<file path="src/rtl/fb_scanout.sv">
// Framebuffer scanout: video timing, 64-bit word fetch FIFO, pixel output.
// Optional sticky underflow flag: define FB_SCANOUT_UNDERFLOW_EN.
module fb_scanout #(
  parameter int H_ACTIVE   = 720,
  parameter int V_ACTIVE   = 480,
  parameter int H_TOTAL    = 858,
  parameter int V_TOTAL    = 525,
  parameter int HS_START   = 736,
  parameter int HS_END     = 798,
  parameter int VS_START   = 489,
  parameter int VS_END     = 495,
  parameter int FIFO_DEPTH = 16
) (
  input  logic        clk_sys,
  input  logic        reset_n,
  input  logic        ce_pix,
  output logic [27:0] fb_addr,
  output logic        fb_rd,
  input  logic        fb_ready,
  input  logic [63:0] fb_data,
  output logic [7:0]  pix,
  output logic        hs,
  output logic        vs,
  output logic        de,
  output logic        hblank,
  output logic        vblank,
  output logic        underflow
);

  localparam int HW = $clog2(H_TOTAL);
  localparam int VW = $clog2(V_TOTAL);
  localparam int AW = $clog2(FIFO_DEPTH);
  localparam logic [24:0] LAST_W = 25'(H_ACTIVE * V_ACTIVE / 8);

  typedef enum logic [1:0] {
    S_IDLE,
    S_REQ,
    S_FLUSH
  } st_t;

  logic [HW-1:0] h_cnt_q;
  logic [VW-1:0] v_cnt_q;
  logic [63:0]   mem_q [FIFO_DEPTH];
  logic [AW-1:0] wr_ptr_q;
  logic [AW-1:0] rd_ptr_q;
  logic [AW:0]   cnt_q;
  logic [2:0]    idx_q;
  logic [24:0]   waddr_q;
  st_t           st_q;

  logic h_wrap, v_wrap, act_c, realign_c;
  logic empty_c, full_c, push_c, take_c, pop_c;
  logic [7:0] head_byte;

  assign h_wrap    = h_cnt_q == HW'(H_TOTAL - 1);
  assign v_wrap    = v_cnt_q == VW'(V_TOTAL - 1);
  assign act_c     = (h_cnt_q < HW'(H_ACTIVE)) &&
                     (v_cnt_q < VW'(V_ACTIVE));
  assign realign_c = ce_pix && h_wrap &&
                     (v_cnt_q == VW'(V_ACTIVE - 1));

  assign empty_c   = cnt_q == '0;
  assign full_c    = cnt_q == (AW+1)'(FIFO_DEPTH);
  // A word arriving on the realign cycle belongs to the old frame.
  assign push_c    = (st_q == S_REQ) && fb_ready && !realign_c;
  assign take_c    = ce_pix && act_c && !empty_c;
  assign pop_c     = take_c && (idx_q == 3'd7);
  assign head_byte = mem_q[rd_ptr_q][{idx_q, 3'b000} +: 8];

  // Raster counters, starting in vertical blanking after reset.
  always_ff @(posedge clk_sys) begin
    if (!reset_n) begin
      h_cnt_q <= '0;
      v_cnt_q <= VW'(V_ACTIVE);
    end else if (ce_pix) begin
      h_cnt_q <= h_wrap ? '0 : h_cnt_q + 1'b1;
      if (h_wrap)
        v_cnt_q <= v_wrap ? '0 : v_cnt_q + 1'b1;
    end
  end

  // Registered video outputs for the current raster position.
  always_ff @(posedge clk_sys) begin
    if (!reset_n) begin
      de     <= 1'b0;
      hs     <= 1'b0;
      vs     <= 1'b0;
      hblank <= 1'b0;
      vblank <= 1'b1;
      pix    <= 8'h00;
    end else if (ce_pix) begin
      de     <= act_c;
      hs     <= (h_cnt_q >= HW'(HS_START)) &&
                (h_cnt_q < HW'(HS_END));
      vs     <= (v_cnt_q >= VW'(VS_START)) &&
                (v_cnt_q < VW'(VS_END));
      hblank <= h_cnt_q >= HW'(H_ACTIVE);
      vblank <= v_cnt_q >= VW'(V_ACTIVE);
      pix    <= take_c ? head_byte : 8'h00;
    end
  end

  // FIFO storage.
  always_ff @(posedge clk_sys) begin
    if (push_c)
      mem_q[wr_ptr_q] <= fb_data;
  end

  // FIFO pointers, occupancy and byte index; realign empties it.
  always_ff @(posedge clk_sys) begin
    if (!reset_n || realign_c) begin
      wr_ptr_q <= '0;
      rd_ptr_q <= '0;
      cnt_q    <= '0;
      idx_q    <= '0;
    end else begin
      if (push_c)
        wr_ptr_q <= wr_ptr_q + 1'b1;
      if (pop_c)
        rd_ptr_q <= rd_ptr_q + 1'b1;
      cnt_q <= cnt_q + {{AW{1'b0}}, push_c}
                     - {{AW{1'b0}}, pop_c};
      if (take_c)
        idx_q <= idx_q + 3'd1;
    end
  end

  // Fetch FSM: one outstanding read, flushes a read straddling realign.
  always_ff @(posedge clk_sys) begin
    if (!reset_n) begin
      st_q    <= S_IDLE;
      waddr_q <= '0;
      fb_rd   <= 1'b0;
      fb_addr <= '0;
    end else begin
      unique case (st_q)
        S_IDLE: begin
          if (realign_c) begin
            waddr_q <= '0;
          end else if (!full_c && waddr_q < LAST_W) begin
            st_q    <= S_REQ;
            fb_rd   <= 1'b1;
            fb_addr <= {waddr_q, 3'b000};
          end
        end
        S_REQ: begin
          if (realign_c) begin
            waddr_q <= '0;
            if (fb_ready) begin
              st_q  <= S_IDLE;
              fb_rd <= 1'b0;
            end else begin
              st_q  <= S_FLUSH;
            end
          end else if (fb_ready) begin
            st_q    <= S_IDLE;
            fb_rd   <= 1'b0;
            waddr_q <= waddr_q + 25'd1;
          end
        end
        S_FLUSH: begin
          if (realign_c)
            waddr_q <= '0;
          if (fb_ready) begin
            st_q  <= S_IDLE;
            fb_rd <= 1'b0;
          end
        end
        default: begin
          st_q  <= S_IDLE;
          fb_rd <= 1'b0;
        end
      endcase
    end
  end

`ifdef FB_SCANOUT_UNDERFLOW_EN
  logic uf_q;
  // Sticky: a due pixel found the FIFO empty.
  always_ff @(posedge clk_sys) begin
    if (!reset_n)
      uf_q <= 1'b0;
    else if (ce_pix && act_c && empty_c)
      uf_q <= 1'b1;
  end
  assign underflow = uf_q;
`else
  assign underflow = 1'b0;
`endif

endmodule

</file>
<file path="config.mk">
export PLATFORM = sky130hd
export DESIGN_NAME = fb_scanout
export DESIGN_NICKNAME = d
export VERILOG_FILES = /design/src/rtl/fb_scanout.sv
export SDC_FILE = /design/constraint.sdc
export NUM_CORES = 1
export LEC_CHECK = 0
export ABC_AREA = 1
export BUFFER_PORTS_ARGS = -buffer_cell sky130_fd_sc_hd__buf_2
export CORE_MARGIN = 2
export CORE_UTILIZATION = 55
export CTS_CLUSTER_DIAMETER = 80
export CTS_CLUSTER_SIZE = 14
export DETAILED_ROUTE_END_ITERATION = 6
export GPL_ROUTABILITY_DRIVEN = 0
export PLACE_DENSITY = 0.71
export SYNTH_ARGS = -nofsm -noshare
export SYNTH_HDL_FRONTEND = slang
export SYNTH_SLANG_ARGS = --single-unit
</file>
<file path="constraint.sdc">
create_clock -name clk_sys -period 13.6 [get_ports clk_sys]
set_input_delay 1.36 -clock clk_sys [delete_from_list [all_inputs] [get_ports clk_sys]]
set_output_delay 1.36 -clock clk_sys [all_outputs]
set_load 0.02 [all_outputs]
</file>
==> metrics.csv, run 1 <==
metric,value,unit
area added between synthesis and finish,8.07,%
Sw Ratio,21.2,%
crit path max fanout,75,
number of enable flip-flop cells after synthesis,1024,
initial core utilization,55.3,%
Power Internal,5.11,mW
first-pass GRT wire length,176000,µm
post-synthesis simple-gate area fraction,23.1,%
Row Count,106,
vias in the first global route,29100,
PortBufs,106,
CTS max path bufs,3,
part of the power in the clock network,36.9,%
asr flop ratio synth,0,%
met3 usage,4.44,%
combinational share of power,3.8,%
max-capacitance violation count,0,
Final setup viols,0,
VDD IR max,0.000106,V
Final Cell Area,49800,µm²
Inserted Clock Buffers,90,
die area,86100,µm²
Setup crit end kind,flop,
end-of-flow core utilization,59.8,%
outcome,finished clean,
Synth warnings,0,
# DRC,0,
switching pwr,1.37,mW
WHS Path Cells,2,
min cycle time layout,4550,ps
Synth Flop Type,edfxtp_1,
Final Slew Violations,0,
Place WS,8980,ps
R2R depth,12,
multi-input combinational cell area,11900,µm²
Setup CP Type,flop to flop,
CORE AREA,83300,µm²
global router's overall resource usage,26.7,%
via/cell ratio,5.92,
Die W,293,µm
Routed WL,115000,µm
TritonCTS clock tree,done,
Global Route met2 Usage,43.1,%
WP data arrival,5080,ps
final total power,6.49,mW
placed inst area,47300,µm²
drt wl/cell,22.2,µm
total gr overflow,0,
register area,32900,µm²
relative slew slack,18.2,%
largest family of logic cells by synthesized area,simple AND/OR/NAND/NOR gates,
GRT busiest layer,met2,
Yosys reg bits,1130,
1st-pass router iterations,6,
final worst clock skew,39.6,ps
Post-CTS Resized,0,
RSZ-0062 raised after global routing,no,
Compound-Gate Fraction of Synth Area,1.28,%
sequential share of power,59.2,%
crit share post-route,33.4,%
Final WS setup,9050,ps
Syn Area/Cell,11.3,µm²
synthesized cell area,46100,µm²
post-synthesis xor/xnor area fraction,0.399,%
Layout Nets,4150,
share of cells above drive strength 1,7.18,%
Routed Antenna Nets,0,
CTS sink count,1130,
Final Hold Fails,0,
# IOs,111,
Vert. Die Dim,293,µm
number of fill cells,6588,
Post-Synth Adder-Cell Area,0.695,%
Syn Inst Count,4066,
mux cell area share after synthesis,0,%
largest net degree at the start of global routing,209,
Root Driver,clkbuf_16,
P_leak,17.6,nW
HP Class,flop to flop,
vias post-DR,30700,
Starting DRT DRC Count,4012,
hpwl dp,61100,µm
fmax,220,MHz
Synth cell types,45,
cell taking the most area after synthesis,edfxtp_1,
Synth area leaders,"edfxtp_1, nand3_1, nand2_1, dfxtp_1, buf_2",
Clock transition at path regs,70,ps
initial antenna violation count,11,
met1 GRT Util,37.4,%
Worst-Skew Late Latency,680,ps
P per Cell Area,130,nW/µm²
"Seq/Total Area, Yosys",71.3,%
Worst Tran Pin Value,1230,ps
setup bufs post-CTS,0,
CTS Hold Bufs,0,
H-tree levels,3,
critical path launch point type,flop,
share of the synthesized area in the top cell type,66.7,%
Setup TNS,0,ps
CP required,14130,ps
cells in the mapped netlist, drive strengths merged, types with 4 or more instances:
cell type and n:
nand3 987, buf 178, nand4 20, edfxtp 1024, nand2 1292, o21ai 34, clkinv 4, dfxtp 106
nor4 5, xor2 19, nor3b 11, ha 24, nor3 32, a21oi 70, nor2 91, inv 84
clkbuf 69
metal layers:
metal	part of all wire (%)	vias up
li1	-	14200
met1	41	14800
met2	48	1509
met3	9.2	187
met4	2.6	4
met5	0.024	-
flip-flops by register name, indices dropped and copies added, names as in the netlist, named ones only:
register	flops
fb_rd	1
vblank	1
st_q	2
h_cnt_q	10
pix	8
hblank	1
vs	1
wr_ptr_q	4
cnt_q	5
waddr_q	25
rd_ptr_q	4
idx_q	3
mem_q	1024
v_cnt_q	10
fb_addr	25
hs	1
de	1
per-stage QoR:
stage	hold slack, ps	instances
after floorplan	459	4069
after global placement	424	5045
after detailed placement	425	5045
after CTS	438	5172
after global routing	454	5176
final	435	5176
worst max-delay path, stage by stage, from the launching register on:
cell     delay, ps
dfxtp_4        750
buf_4          680
buf_4          740
buf_4          890
nand3_1        170
nand3_1        190
nand3_1        190
nand2_1        130
nand2_1         80
nand3_1        110
nand3_1        190
nand3_1        140
a21oi_1         80
path summary, 6_finish.rpt:
| kind | to | startpoint | slack [ps] |
|---|---|---|---|
| worst max-delay path | pix[1] | flop | 9050 |
| worst min-delay path | fb_addr[27] | fb_addr[27] | 430 |
| worst max register to register | pix[1] | flop | 9050 |
| worst min register to register | fb_addr[27] | fb_addr[27] | 430 |
cell families (layout without fill, tap and decap cells):
kind of cell,count (synthesis),in the layout
buffers and inverters,335,358
xor gates and xnor gates,21,21
DFF,1130,1130
adders and majority gates,25,25
and+or+nand+nor,2442,2442
other,1,8
AOI/OAI and AO/OA,112,112
cell type report:
type	instances	area share, %
clock buffers	121	4.76
diodes	4	0.0201
flip-flops and latches	1130	66.0
multi-input cells	2604	23.9
clock inverters	6	0.221
inverters	88	0.706
well taps	1080	2.71
repair buffers	143	1.70
power groups by stage:
stage / clock network [mW] / registers, mW / logic (mW)
final: 2.40 / 3.84 / 0.249
after global routing: 2.55 / 3.84 / 0.276
after CTS: 2.42 / 3.84 / 0.248
after detailed placement: 0 / 3.92 / 0.247
after global placement: 0 / 3.92 / 0.242
after floorplan: 0 / 3.93 / 0.128
cell usage in the layout, fill, tap and decap left out, types with 24 or more instances in the layout:
cell,instances
nand2_1,1288
clkbuf_16,90
edfxtp_1,1024
nor2_1,64
o21ai_0,27
dfxtp_1,102
buf_4,34
inv_1,70
buf_2,106
nand3_1,987
ha_1,24
a21oi_1,70
clkbuf_1,31
nor3_1,30
(Power assumes the default switching activity.)
==> inputs of run 2 (changes only) <==
==> constraint.sdc (replaced) <==
create_clock -name clk_sys -period 4.2 [get_ports clk_sys]
set_input_delay 0.42 -clock clk_sys [delete_from_list [all_inputs] [get_ports clk_sys]]
set_output_delay 0.42 -clock clk_sys [all_outputs]
set_load 0.02 [all_outputs]
==> run 2 against run 1 <==
Compared with the run above:
- flip-flop and latch count is the same
- clock power rose to 3.2 times the previous value
- via count barely moved
- combinational power grew to 3.2 times the previous value
- count of clock-buffer cells in the layout fell by 16
- critical endpoint is now mem_q[8][45]
- sequential share of layout area shrank 0.61 points
- cell count grew 0.27%
- register-to-register slack got worse by 8100 ps
- non-clock buffer count up 30
- fmax up 42%
==> metrics.csv, run 2 (synthesized netlist as in run 1, its figures left out) <==
metric,value,unit,change
outcome,finished clean,,
Final Hold Fails,0,,unchanged
number of fill cells,6483,,-1.6%
CTS sink count,1130,,unchanged
CORE AREA,83300,µm²,unchanged
initial core utilization,55.3,%,unchanged
non-filler instance count after layout,5190,,+0.27%
most frequent cells in the layout,"nand2_1, edfxtp_1, nand3_1",,
relative slew slack,27.0,%,+8.8 points
R2R Setup Slk,990,ps,-8070 ps
Final Slew Violations,0,,unchanged
CTS Hold Bufs,0,,unchanged
1st-pass router iterations,6,,unchanged
Setup CP Type,flop to flop,,
global router's overall resource usage,26.3,%,-0.35 points
Worst Tran Pin Value,1090,ps,-132 ps
via/cell ratio,5.91,,-0.19%
WP data arrival,3550,ps,-1530 ps
Worst-Skew Late Latency,650,ps,-30 ps
crit share post-route,76.5,%,+43 points
Largest register FFs,1024,,unchanged
Starting DRT DRC Count,3370,,-16%
R2R depth,11,,-1
HP Class,primary input to flop,,
max-capacitance violation count,0,,unchanged
Row Count,106,,unchanged
hpwl dp,59100,µm,-3.3%
Cells after DPL,5075,,+0.59%
vias in the first global route,29000,,-0.30%
drt wl/cell,22.0,µm,-0.70%
CP required,4540,ps,-9590 ps
Sw Ratio,20.9,%,-0.29 points
"commonest non-fill, non-tap cell in the layout",nand2_1,,
H-tree levels,3,,unchanged
min cycle time layout,3210,ps,-1330 ps
Inserted Clock Buffers,90,,unchanged
switching pwr,4.35,mW,+220%
total gr overflow,0,,unchanged
fmax,311,MHz,+42%
Top Registers,"mem_q: 1024 flops, fb_addr: 25 flops, waddr_q: 25 flops",,
TritonCTS clock tree,done,,
Layout Nets,4180,,+0.72%
Post-CTS Resized,0,,unchanged
Power Internal,16.5,mW,+220%
RSZ-0062 raised after global routing,no,,
Root Driver,clkbuf_16,,
P per Cell Area,414,nW/µm²,+220%
Routed WL,114000,µm,-0.43%
vias post-DR,30700,,+0.078%
Clock transition at path regs,70,ps,about the same
setup bufs post-CTS,0,,unchanged
Final WS setup,989,ps,-8070 ps
VDD IR max,0.000322,V,+200%
initial antenna violation count,11,,unchanged
first-pass GRT wire length,173000,µm,-1.5%
die area,86100,µm²,unchanged
area added between synthesis and finish,9.08,%,
WHS Path Cells,2,,unchanged
final worst clock skew,31.2,ps,-8.44 ps
Top reg by flops,mem_q,,
Final setup viols,0,,unchanged
PortBufs,106,,unchanged
P_leak,17.8,nW,+1.3%
sequential share of power,59.7,%,+0.5 points
Die W,293,µm,unchanged
largest net degree at the start of global routing,192,,-8.1%
critical path launch point type,flop,,
CTS max path bufs,3,,unchanged
Routed Antenna Nets,0,,unchanged
# DRC,0,,unchanged
Place WS,1020,ps,-7960 ps
combinational share of power,3.9,%,about the same
Setup crit end kind,flop,,
share of cells above drive strength 1,7.92,%,+0.73 points
part of the power in the clock network,36.4,%,-0.5 points
crit path max fanout,16,,-79%
Vert. Die Dim,293,µm,unchanged
# IOs,111,,unchanged
-- run 2: worst max-delay path, stage by stage (launching register included) --
cell	delay, ps
dfxtp_1	340
inv_1	100
ha_1	190
inv_1	80
nor3_1	50
nand4_1	240
nor2_4	110
nor3_1	160
buf_4	220
nand2_1	250
nor2_4	790
buf_4	370
-- run 2: metal layers --
| layer | global-route usage, % | wire (µm) |
|---|---|---|
| met5 | 0 | 37 |
| met3 | 4.45 | 10400 |
| met1 | 36.6 | 46200 |
| met2 | 42.6 | 54200 |
| met4 | 8.67 | 3360 |
-- run 2: worst paths after layout --
kind               start           end
max           h_cnt_q[1]  mem_q[8][45]
min               ce_pix            hs
max reg2reg   h_cnt_q[1]  mem_q[8][45]
min reg2reg  fb_addr[21]   fb_addr[21]
-- run 2: power by group through the flow --
stage          Combinational [mW]  Clock [mW]  Sequential [mW]
2_1_floorplan               0.414           0             12.7
3_3_place_gp                0.791           0             12.7
3_5_place_dp                0.804           0             12.7
4_1_cts                     0.808        7.68             12.4
5_1_grt                     0.889        8.05             12.4
6_report                    0.809        7.58             12.4
-- run 2: cell type report --
cell class | instances | area [µm²] | area share (%)
well taps | 1080 | 1350 | 2.69
flip-flops and latches | 1130 | 32900 | 65.4
inverters | 88 | 352 | 0.699
multi-input cells | 2604 | 11900 | 23.6
repair buffers | 173 | 1380 | 2.75
diodes | 4 | 10.0 | 0.0199
clock buffers | 105 | 2330 | 4.63
clock inverters | 6 | 75.1 | 0.149
-- run 2: metrics by stage --
stage | area (µm²) | power, mW | TNS (ps) | hold slack (ps) | util, %
4_1_cts | 50300 | 20.9 | 0 | 80.3 | 60.3
3_5_place_dp | 47900 | 13.5 | 0 | 425 | 57.5
5_1_grt | 50300 | 21.4 | 0 | 123 | 60.4
2_1_floorplan | 46100 | 13.1 | -422840 | 459 | -
3_3_place_gp | 47900 | 13.5 | 0 | 424 | 57.5
6_report | 50300 | 20.8 | 0 | 108 | 60.4
